[src/rtl/alu_secuencial_pkg.sv]
// alu_pkg: shared operation codes, FSM state type and counter-width helper for alu_secuencial.
package alu_pkg;
  localparam int OP_ADD = 0;
  localparam int OP_SUB = 1;
  localparam int OP_XOR = 2;
  localparam int OP_AND = 3;
  localparam int OP_OR  = 4;
  localparam int OP_MUL = 5;
  localparam int OP_SHL = 11;
  localparam int OP_SHR = 12;
  localparam int OP_SAR = 13;
  localparam int OP_ROL = 14;
  typedef enum logic {REPOSO, MULT} estado_t;
  function automatic int clog2(input int v);
    int r;
    for (r = 0; (1 << r) < v; r++) begin
    end
    return r;
  endfunction
endpackage

[src/rtl/alu_secuencial_if.sv]
// alu_secuencial_if: request/result bus of alu_secuencial.
//   master drives valido_in/funcionALU/vectorA/vectorB; slave drives listo, valido_out,
//   resultado and the zero/overflow/carry/error flags.
interface alu_secuencial_if #(parameter int BITS = 8, parameter int FUNC = 4);
  logic            valido_in;
  logic [FUNC-1:0] funcionALU;
  logic [BITS-1:0] vectorA;
  logic [BITS-1:0] vectorB;
  logic            listo;
  logic            valido_out;
  logic [BITS-1:0] resultado;
  logic            zero;
  logic            overflow;
  logic            carry;
  logic            error;
  modport master (output valido_in, funcionALU, vectorA, vectorB,
                  input  listo, valido_out, resultado, zero, overflow, carry, error);
  modport slave  (input  valido_in, funcionALU, vectorA, vectorB,
                  output listo, valido_out, resultado, zero, overflow, carry, error);
endinterface

[src/rtl/alu_secuencial_multiplicador_serie.sv]
// multiplicador_serie: BITS-step shift-add unsigned multiplier, present only with ALU_MUL_EN.
//   i_start loads i_a/i_b and the step counter; o_done is high during the last step,
//   when o_producto already holds the complete 2*BITS product.
`ifdef ALU_MUL_EN
module multiplicador_serie
  import alu_pkg::*;
#(parameter int BITS = 8) (
  input  logic              clk,
  input  logic              rst_n,
  input  logic              i_start,
  input  logic [BITS-1:0]   i_a,
  input  logic [BITS-1:0]   i_b,
  output logic              o_done,
  output logic [2*BITS-1:0] o_producto
);
  localparam int CW = clog2(BITS + 1);
  logic [2*BITS-1:0] r_acc, r_mcand, w_suma;
  logic [BITS-1:0]   r_mplier;
  logic [CW-1:0]     r_cnt;
  // The sum of the current step is exposed so the top can register it on the final edge.
  assign w_suma     = r_acc + (r_mplier[0] ? r_mcand : '0);
  assign o_done     = r_cnt == CW'(1);
  assign o_producto = w_suma;
  always_ff @(posedge clk or negedge rst_n) begin
    if (!rst_n) begin
      r_acc    <= '0;
      r_mcand  <= '0;
      r_mplier <= '0;
      r_cnt    <= '0;
    end else if (i_start) begin
      r_acc    <= '0;
      r_mcand  <= {{BITS{1'b0}}, i_a};
      r_mplier <= i_b;
      r_cnt    <= CW'(BITS);
    end else if (r_cnt != '0) begin
      r_acc    <= w_suma;
      r_mcand  <= r_mcand << 1;
      r_mplier <= r_mplier >> 1;
      r_cnt    <= r_cnt - CW'(1);
    end
  end
endmodule
`endif

[src/rtl/alu_secuencial.sv]
// alu_secuencial: registered, handshaked ALU with flags; serial MUL when ALU_MUL_EN is defined.
//   clk, rst_n (async active-low) plus bus (alu_secuencial_if.slave).
module alu_secuencial
  import alu_pkg::*;
#(parameter int BITS = 8, parameter int FUNC = 4) (
  input logic             clk,
  input logic             rst_n,
  alu_secuencial_if.slave bus
);
  localparam int M = BITS - 1;
  logic [BITS-1:0]   a, b, w_res, w_rot, w_rol;
  logic [BITS:0]     w_add, w_sub, w_shl, w_shr, w_sar;
  logic              w_ovf, w_cy, w_err, w_big, w_listo, w_acepta, w_start, w_simple, w_mul_fin;
  logic [2*BITS-1:0] w_prod;
  int                w_op;
  logic [BITS-1:0]   r_res;
  logic              r_valido, r_zero, r_ovf, r_cy, r_err;
  assign a        = bus.vectorA;
  assign b        = bus.vectorB;
  assign w_op     = int'(bus.funcionALU);
  assign w_acepta = bus.valido_in && w_listo;
  assign w_simple = w_acepta && !w_start;
  assign w_add    = {1'b0, a} + {1'b0, b};
  assign w_sub    = {1'b0, a} - {1'b0, b};
  assign w_big    = b >= BITS'(BITS);
  // Shifts carry one extra bit so the last bit shifted out lands in a fixed position.
  assign w_shl    = {1'b0, a} << b;
  assign w_shr    = {a, 1'b0} >> b;
  assign w_sar    = $signed({a, 1'b0}) >>> b;
  assign w_rot    = b % BITS'(BITS);
  assign w_rol    = (a << w_rot) | (a >> (BITS'(BITS) - w_rot));
  always_comb begin
    w_res = '0;
    w_ovf = 1'b0;
    w_cy  = 1'b0;
    w_err = 1'b0;
    case (w_op)
      OP_ADD: begin
        {w_cy, w_res} = w_add;
        w_ovf = (a[M] == b[M]) && (w_add[M] != a[M]);
      end
      OP_SUB: begin
        {w_cy, w_res} = w_sub;
        w_ovf = (a[M] != b[M]) && (w_sub[M] != a[M]);
      end
      OP_XOR: w_res = a ^ b;
      OP_AND: w_res = a & b;
      OP_OR:  w_res = a | b;
      OP_SHL: {w_cy, w_res} = w_big ? '0 : w_shl;
      OP_SHR: {w_res, w_cy} = w_big ? '0 : w_shr;
      OP_SAR: {w_res, w_cy} = w_big ? {(BITS+1){a[M]}} : w_sar;
      OP_ROL: w_res = w_rol;
      default: w_err = 1'b1;
    endcase
  end
`ifdef ALU_MUL_EN
  estado_t r_state, w_next;
  logic    w_done;
  assign w_start   = w_acepta && (w_op == OP_MUL);
  assign w_mul_fin = (r_state == MULT) && w_done;
  multiplicador_serie #(.BITS(BITS)) u_mul (
    .clk        (clk),
    .rst_n      (rst_n),
    .i_start    (w_start),
    .i_a        (a),
    .i_b        (b),
    .o_done     (w_done),
    .o_producto (w_prod)
  );
  always_ff @(posedge clk or negedge rst_n) begin
    if (!rst_n) r_state <= REPOSO;
    else        r_state <= w_next;
  end
  always_comb begin
    w_next = (r_state == REPOSO) ? (w_start ? MULT : REPOSO) : (w_done ? REPOSO : MULT);
  end
  always_comb begin
    w_listo = r_state == REPOSO;
  end
`else
  assign w_start   = 1'b0;
  assign w_mul_fin = 1'b0;
  assign w_prod    = '0;
  assign w_listo   = 1'b1;
`endif
  always_ff @(posedge clk or negedge rst_n) begin
    if (!rst_n) begin
      r_valido <= 1'b0;
      r_res    <= '0;
      r_zero   <= 1'b1;
      r_ovf    <= 1'b0;
      r_cy     <= 1'b0;
      r_err    <= 1'b0;
    end else begin
      r_valido <= w_simple || w_mul_fin;
      if (w_simple) begin
        r_res  <= w_res;
        r_zero <= w_res == '0;
        r_ovf  <= w_ovf;
        r_cy   <= w_cy;
        r_err  <= w_err;
      end else if (w_mul_fin) begin
        r_res  <= w_prod[BITS-1:0];
        r_zero <= w_prod[BITS-1:0] == '0;
        r_ovf  <= |w_prod[2*BITS-1:BITS];
        r_cy   <= 1'b0;
        r_err  <= 1'b0;
      end
    end
  end
  assign bus.listo      = w_listo;
  assign bus.valido_out = r_valido;
  assign bus.resultado  = r_res;
  assign bus.zero       = r_zero;
  assign bus.overflow   = r_ovf;
  assign bus.carry      = r_cy;
  assign bus.error      = r_err;
endmodule

[src/flat_wrapper.sv]
// flat-port wrapper written by rule: the top's interface ports become plain ports
module alu_secuencial_flat import alu_pkg::*;
#(parameter int BITS = 8, parameter int FUNC = 4)
  (clk, rst_n, bus_valido_in, bus_funcionALU, bus_vectorA, bus_vectorB, bus_listo, bus_valido_out, bus_resultado, bus_zero, bus_overflow, bus_carry, bus_error);
  alu_secuencial_if #(.BITS(BITS), .FUNC(FUNC)) bus_i ();
  input logic clk;
  input logic rst_n;
  input wire logic [$bits(bus_i.valido_in)-1:0] bus_valido_in;
  input wire logic [$bits(bus_i.funcionALU)-1:0] bus_funcionALU;
  input wire logic [$bits(bus_i.vectorA)-1:0] bus_vectorA;
  input wire logic [$bits(bus_i.vectorB)-1:0] bus_vectorB;
  output wire logic [$bits(bus_i.listo)-1:0] bus_listo;
  output wire logic [$bits(bus_i.valido_out)-1:0] bus_valido_out;
  output wire logic [$bits(bus_i.resultado)-1:0] bus_resultado;
  output wire logic [$bits(bus_i.zero)-1:0] bus_zero;
  output wire logic [$bits(bus_i.overflow)-1:0] bus_overflow;
  output wire logic [$bits(bus_i.carry)-1:0] bus_carry;
  output wire logic [$bits(bus_i.error)-1:0] bus_error;
  assign bus_i.valido_in = bus_valido_in;
  assign bus_i.funcionALU = bus_funcionALU;
  assign bus_i.vectorA = bus_vectorA;
  assign bus_i.vectorB = bus_vectorB;
  assign bus_listo = bus_i.listo;
  assign bus_valido_out = bus_i.valido_out;
  assign bus_resultado = bus_i.resultado;
  assign bus_zero = bus_i.zero;
  assign bus_overflow = bus_i.overflow;
  assign bus_carry = bus_i.carry;
  assign bus_error = bus_i.error;
  alu_secuencial #(.BITS(BITS), .FUNC(FUNC)) u_core (.clk(clk), .rst_n(rst_n), .bus(bus_i));
endmodule
[config.mk]
export PLATFORM = sky130hd
export DESIGN_NAME = alu_secuencial_flat
export DESIGN_NICKNAME = d
export VERILOG_FILES = /design/src/rtl/alu_secuencial_pkg.sv /design/src/rtl/alu_secuencial_if.sv /design/src/rtl/alu_secuencial_multiplicador_serie.sv /design/src/rtl/alu_secuencial.sv /design/src/flat_wrapper.sv
export SDC_FILE = /design/constraint.sdc
export NUM_CORES = 1
export LEC_CHECK = 0
export ABC_AREA = 1
export BUFFER_PORTS_ARGS = -buffer_cell sky130_fd_sc_hd__buf_2
export CAP_MARGIN = 0
export CORE_AREA = 2 2 73 75
export CTS_CLUSTER_DIAMETER = 30
export DETAILED_ROUTE_END_ITERATION = 7
export DIE_AREA = 0 0 75 77
export GPL_ROUTABILITY_DRIVEN = 0
export PLACE_DENSITY_LB_ADDON = 0.2
export SETUP_SLACK_MARGIN = 0.1
export SLEW_MARGIN = 25
export SYNTH_ARGS = -nofsm -noshare
export SYNTH_HDL_FRONTEND = slang
export SYNTH_SLANG_ARGS = --single-unit
[constraint.sdc]
create_clock -name clk -period 1.7 [get_ports clk]
set_input_delay 0.085 -clock clk [delete_from_list [all_inputs] [get_ports clk]]
set_output_delay 0.085 -clock clk [all_outputs]
set_load 0.005 [all_outputs]
### Word level (Yosys, flattened, before mapping)

Index checks and enable logic that the tools add are counted.

| storage, ports and cells | value |
|---|---|
| input bits | 23 |
| word-level logic and storage cells | 43 |
| output and inout port bits | 14 |
| bits in registers | 13 |

| operators by class | value |
|---|---|
| add/sub/neg operators | 3 |
| order comparisons | 1 |
| multiplexer cells | 7 |
| reductions and logical operators | 5 |
| equal/unequal tests | 12 |
| shift-type cells | 5 |
| bitwise gates (word level) | 4 |

Operators by type and width:

| operator | number |
|---|---|
| one-hot mux 8 bit (9 select lines) | 1 |
| zero test 32 bit | 1 |
| two-way mux 9 bit | 3 |
| equality test 4 bit (second input constant) | 4 |
| OR 8 bit | 2 |
| adder 8 x 8 -> 9 bit | 1 |
| OR reduction 9 bit | 1 |
| << shifter 8 x 8 -> 9 bit | 1 |
| >> shifter 9 x 8 -> 9 bit | 1 |
| >>> shifter 9 x 8 -> 9 bit | 1 |
| subtractor 8 x 8 -> 9 bit | 1 |
| AND 8 bit | 1 |
| equality test 4 x 2 -> 1 bit (second input constant) | 2 |
| greater-or-equal comparator 8 x 4 -> 1 bit (second input constant) | 1 |
| zero test 8 bit | 1 |
| << shifter 8 x 3 -> 8 bit | 1 |
| >> shifter 8 x 8 -> 8 bit | 1 |
| XOR 8 bit | 1 |
| one-hot mux 1 bit (5 select lines) | 1 |
| subtractor 4 x 3 -> 5 bit (first input constant) | 1 |
| equality test 4 x 1 -> 1 bit (second input constant) | 1 |
| equality test 4 x 3 -> 1 bit (second input constant) | 1 |
| != test 1 bit | 3 |
| logical AND 1 bit | 2 |
| other kinds (3) | 3 |

### Depth between registers and ports, before layout

| logic depth | value |
|---|---|
| depth after elaboration | 5 |
| gate-level depth with buffers | 19 |
| depth with buffers taken out | 17 |

### Worst setup path before layout

Ideal clock, no wire load.

| timing | value |
|---|---|
| path kind | in2reg |
| from | in bus_vectorB[2] |
| to | reg u_core.r_zero (netlist: u_core.bus.zero) |
| path slack | -0.197 ns |
| cell stages on the path | 17 |
| arrival | 1.836 ns |
| buffers on the path | 2 |
| setup time | 0.061 ns |
| cell sequence | inv_2 clkbuf_1 ha_1 buf_2 inv_1 nand3_1 nand2_1 nand2_1 nand3_1 o21ai_1 nor2_1 nand3_1 nor2_1 nand3_1 nor2_1 nand3_1 nand2_1 |

| on the way | value |
|---|---|
| cells in the longest elaborated chain, start to end | 5 |
| elaborated cells between the ends (all ways) | 18 |
| classes of those cells | add/sub (3); order compare (1); shift (5); mux (4); bitwise (4); reduce/logical (1) |

RTL lines:

| what | line | RTL |
|---|---|---|
| start: declaration | flat_wrapper.sv:11 | `input wire logic [$bits(bus_i.vectorB)-1:0] bus_vectorB;` |
| subtractor 4 x 3 -> 5 bit | alu_secuencial.sv:31 | `assign w_rol = (a << w_rot) \| (a >> (BITS'(BITS) - w_rot));` |
| >> shifter 8 x 8 -> 8 bit | alu_secuencial.sv:31 |  |
| OR 8 bit | alu_secuencial.sv:31 |  |
| one-hot mux 8 bit (9 select lines) * | alu_secuencial.sv:37 | `case (w_op)` |
| zero test 8 bit * | alu_secuencial.sv:98 | `r_zero <= w_res == '0;` |
| end signal: assignment | alu_secuencial.sv:90 | `r_zero <= 1'b1;` |
| end signal: assignment | alu_secuencial.sv:98 |  |
| end signal: assignment | alu_secuencial.sv:104 | `r_zero <= w_prod[BITS-1:0] == '0;` |
| end: declaration | alu_secuencial.sv:17 | `logic r_valido, r_zero, r_ovf, r_cy, r_err;` |

Every way passes the cells marked *; elsewhere a longest branch is shown, timed or not.
A chain may end at the register's enable or synchronous reset.

### Final worst setup path

| timing | value |
|---|---|
| from | in bus_vectorA[1] |
| to | reg u_core.r_zero (netlist: u_core.bus.zero) |

| on the way | value |
|---|---|
| cells in the longest elaborated chain, start to end | 4 |
| elaborated cells between the ends (all ways) | 16 |
| classes of those cells | add/sub (2); shift (5); mux (4); bitwise (4); reduce/logical (1) |

RTL lines:

| what | line | RTL |
|---|---|---|
| start: declaration | flat_wrapper.sv:10 | `input wire logic [$bits(bus_i.vectorA)-1:0] bus_vectorA;` |
| branches (longest 2 deep; another with subtractor 8 x 8 -> 9 bit) | n/a |  |
| one-hot mux 8 bit (9 select lines) * | alu_secuencial.sv:37 |  |
| zero test 8 bit * | alu_secuencial.sv:98 |  |

Every way passes the cells marked *.

==> results.cfg <==
[status]
status = complete, but fails checks
violations = DRC, setup timing

[setup_path]
path_max_fanout = 4
cpMaxStageDelayCell = ha_4
crit_top_cell = nand3_1
cp_data_arrival_time_ns = 2.12
endpoint_kind = flop
required_ns = 1.88
worst_path_largest_cell_delay_ns = 0.28
crit_type = input port to flop
path_delay_family = simple AND/OR/NAND/NOR gates
crit_chain = buf_8, clkinvlp_4, buf_6, ha_4, inv_4, nand3_4, nand3_1, nand3_1, o21ai_1, nor2_1, nand3_1, nor2_2, nand3_1, nor2_1, nand3_1, nand2_1
path_buf_inv = 4
startpoint_type = input port

[synth]
seq_area_frac_synth_pct = 10.5
synth_cell_types = 36
syn_inst = 578
synth-edff-count = 0
yosysMostFrequentCell = nand2_1
ys.flop_type = dfrtp_1
synth_common_cells = 197 x nand2_1, 71 x nand3_1, 67 x nor2_1, 50 x inv_1, 28 x a21oi_1
syn_avg_cell_area_um2 = 5.37
syn-cell-area_mm2 = 0.00310
synthArstFlopShare_pct = 100
synth_area_leaders = nand2_1 24%, nand3_1 11%, ha_1 10%
syn_nets = 629
ys_warn_count = 0
yosysTopAreaCellShare_pct = 23.8
ys_ff_latch = 13
yosysTopAreaCell = nand2_1

[route]
antenna_left = 0
vias = 4858
vias_per_cell = 6.39
drc = 28
routed_wirelength_mm = 13.2
drt_iter0_drc = 1057
wl_per_cell_um = 17.3
dr.pass1.iters = 8

[timing]
min_period_ns = 1.94
finalClockSkew_ns = 0
hold_viol_final = 0
period_share_pct = 114
fin_hold_ws_ns = 0.0937
fmax_mhz = 517
setup_viol = 2
slew_violations = 0
rsz0062_at_grt = yes
timing.final.ws_setup_ns = -0.236
tns_ns = -0.308

[placement]
numPortBuffers = 35
pre_cts_slack_ns = -0.299
place_inst = 748
dp_hpwl_mm = 9.06

[pwr]
p_seq_share_pct = 20.2
internal-power_mw = 0.987
power-per-cell-area_mw_per_mm2 = 419
switchingPower_mw = 0.831
p_leak_nw = 2.27
p_total_mw = 1.82
power_frac_clock_pct = 15.0
switching_share_pct = 45.7
irDropWorstVdd_mv = 0.345
pwr-share-comb_pct = 64.9

[global_routing]
grt.total_usage_pct = 40.3
grt_max_degree = 23
grt_pass1_vias = 4137
grt_pass1_wl_mm = 18.5
antenna_found_initial = 0
grt_overflow = 0

[finish]
nFillCells = 266
drive_above_1_share_pct = 32.2
final_nets = 742
area_growth_pct = 39.7
layout.cells.non_filler = 760
multi_input_area_mm2 = 0.00266
antennaDiodeCount = 0
regArea_um2 = 327

[clock_tree]
cts_buffer_depth = 2
clock-sinks = 13
clkTransAtPathRegs_ns = 0.05
cts_tree = done
cts_inserted_buffers = 3
clk_latency_ns = 0.24
clk_root_buffer_cell = clkbuf_8
htreeDepth = 1

[hold_path]
hp-class = input port to flop

[die]
num_rows = 26
io_pins = 37
initial_core_util_pct = 62.3
die_w_um = 75
design.core.area_mm2 = 0.00498
die_height_um = 77
die_area_mm2 = 0.00578

[job]
cap_violations = 0
[cell families (layout without fill, tap and decap cells)]
family	count (synthesis)	after routing	synth area share, %
xor gates and xnor gates	1	1	0.282
other	1	1	0.121
buffers and inverters	87	199	12.1
DFF	13	13	10.5
AOI/OAI and AO/OA	72	72	12.7
and+or+nand+nor	376	376	52.4
adders and majority gates	28	28	11.8
[sequential cells by signal (all words and copies together) (netlist names)]
name,count
u_core.bus.resultado,8
u_core.bus.carry,1
u_core.bus.error,1
u_core.bus.overflow,1
u_core.bus.valido_out,1
u_core.bus.zero,1
[path summary, 6_finish.rpt]
kind	depth (start not counted)	slack, ns	from	to
worst max-delay path	16	-0.24	bus_vectorA[1]	u_core.bus.zero
worst min-delay path	1	0.09	bus_valido_in	u_core.bus.valido_out
worst max register to register	2	0.95	u_core.bus.zero	u_core.bus.zero
worst min register to register	2	0.48	u_core.bus.resultado[1]	u_core.bus.resultado[1]
max in group asynchronous	2	1.17	rst_n	u_core.bus.zero
min in group asynchronous	2	0.26	rst_n	u_core.bus.resultado[4]
[per-stage QoR]
stage	instance area, um2	utilization (%)
5_1_grt	4340	87.1
4_1_cts	4090	82.1
3_5_place_dp	3940	79.1
2_1_floorplan	3180	-
3_3_place_gp	3940	79.1
6_report	4340	87.1
[power by group through the flow]
stage | Combinational (mW) | Clock [mW] | Sequential [mW]
2_1_floorplan | 0.558 | 0 | 0.374
3_3_place_gp | 0.932 | 0 | 0.367
3_5_place_dp | 0.960 | 0 | 0.371
4_1_cts | 1.00 | 0.278 | 0.366
5_1_grt | 1.26 | 0.301 | 0.371
6_report | 1.18 | 0.272 | 0.366
[area by class of cell]
type	instances	area share, %
repair buffers	126	21.5
flip-flops and latches	13	7.53
inverters	69	6.64
multi-input cells	478	61.2
well taps	70	2.02
clock buffers	4	1.04
[cell usage in the layout (no fill, tap or decap), drive strengths merged, types with 4 or more instances in the layout]
| cell | count |
|---|---|
| a21oi | 28 |
| a31oi | 4 |
| buf | 125 |
| clkbuf | 4 |
| dfrtp | 12 |
| ha | 26 |
| inv | 68 |
| nand2 | 202 |
| nand3 | 73 |
| nand4 | 13 |
| nor2 | 75 |
| nor3 | 6 |
| o211ai | 4 |
| o21ai | 29 |
| o22ai | 4 |
[routing by layer]
| metal | wire (um) | GRT usage, % | vias to the layer above |
|---|---|---|---|
| li1 | - | - | 2097 |
| met1 | 4190 | 46.8 | 2058 |
| met2 | 5740 | 66.6 | 519 |
| met3 | 1820 | 6.70 | 184 |
| met4 | 1410 | 25.0 | 0 |
| met5 | 0 | 0 | - |
[what timing repair did]
| item | CTS | global route |
|---|---|---|
| gates resized for setup | 19 | 68 |
| endpoints found under the setup margin | 6 | 10 |
| hold endpoints to repair | 13 | 0 |
| hold buffers | 1 | 0 |
| setup buffers | 4 | 4 |
| pin swaps | 14 | 24 |
No activity file was read; power rests on OpenSTA's default activity.
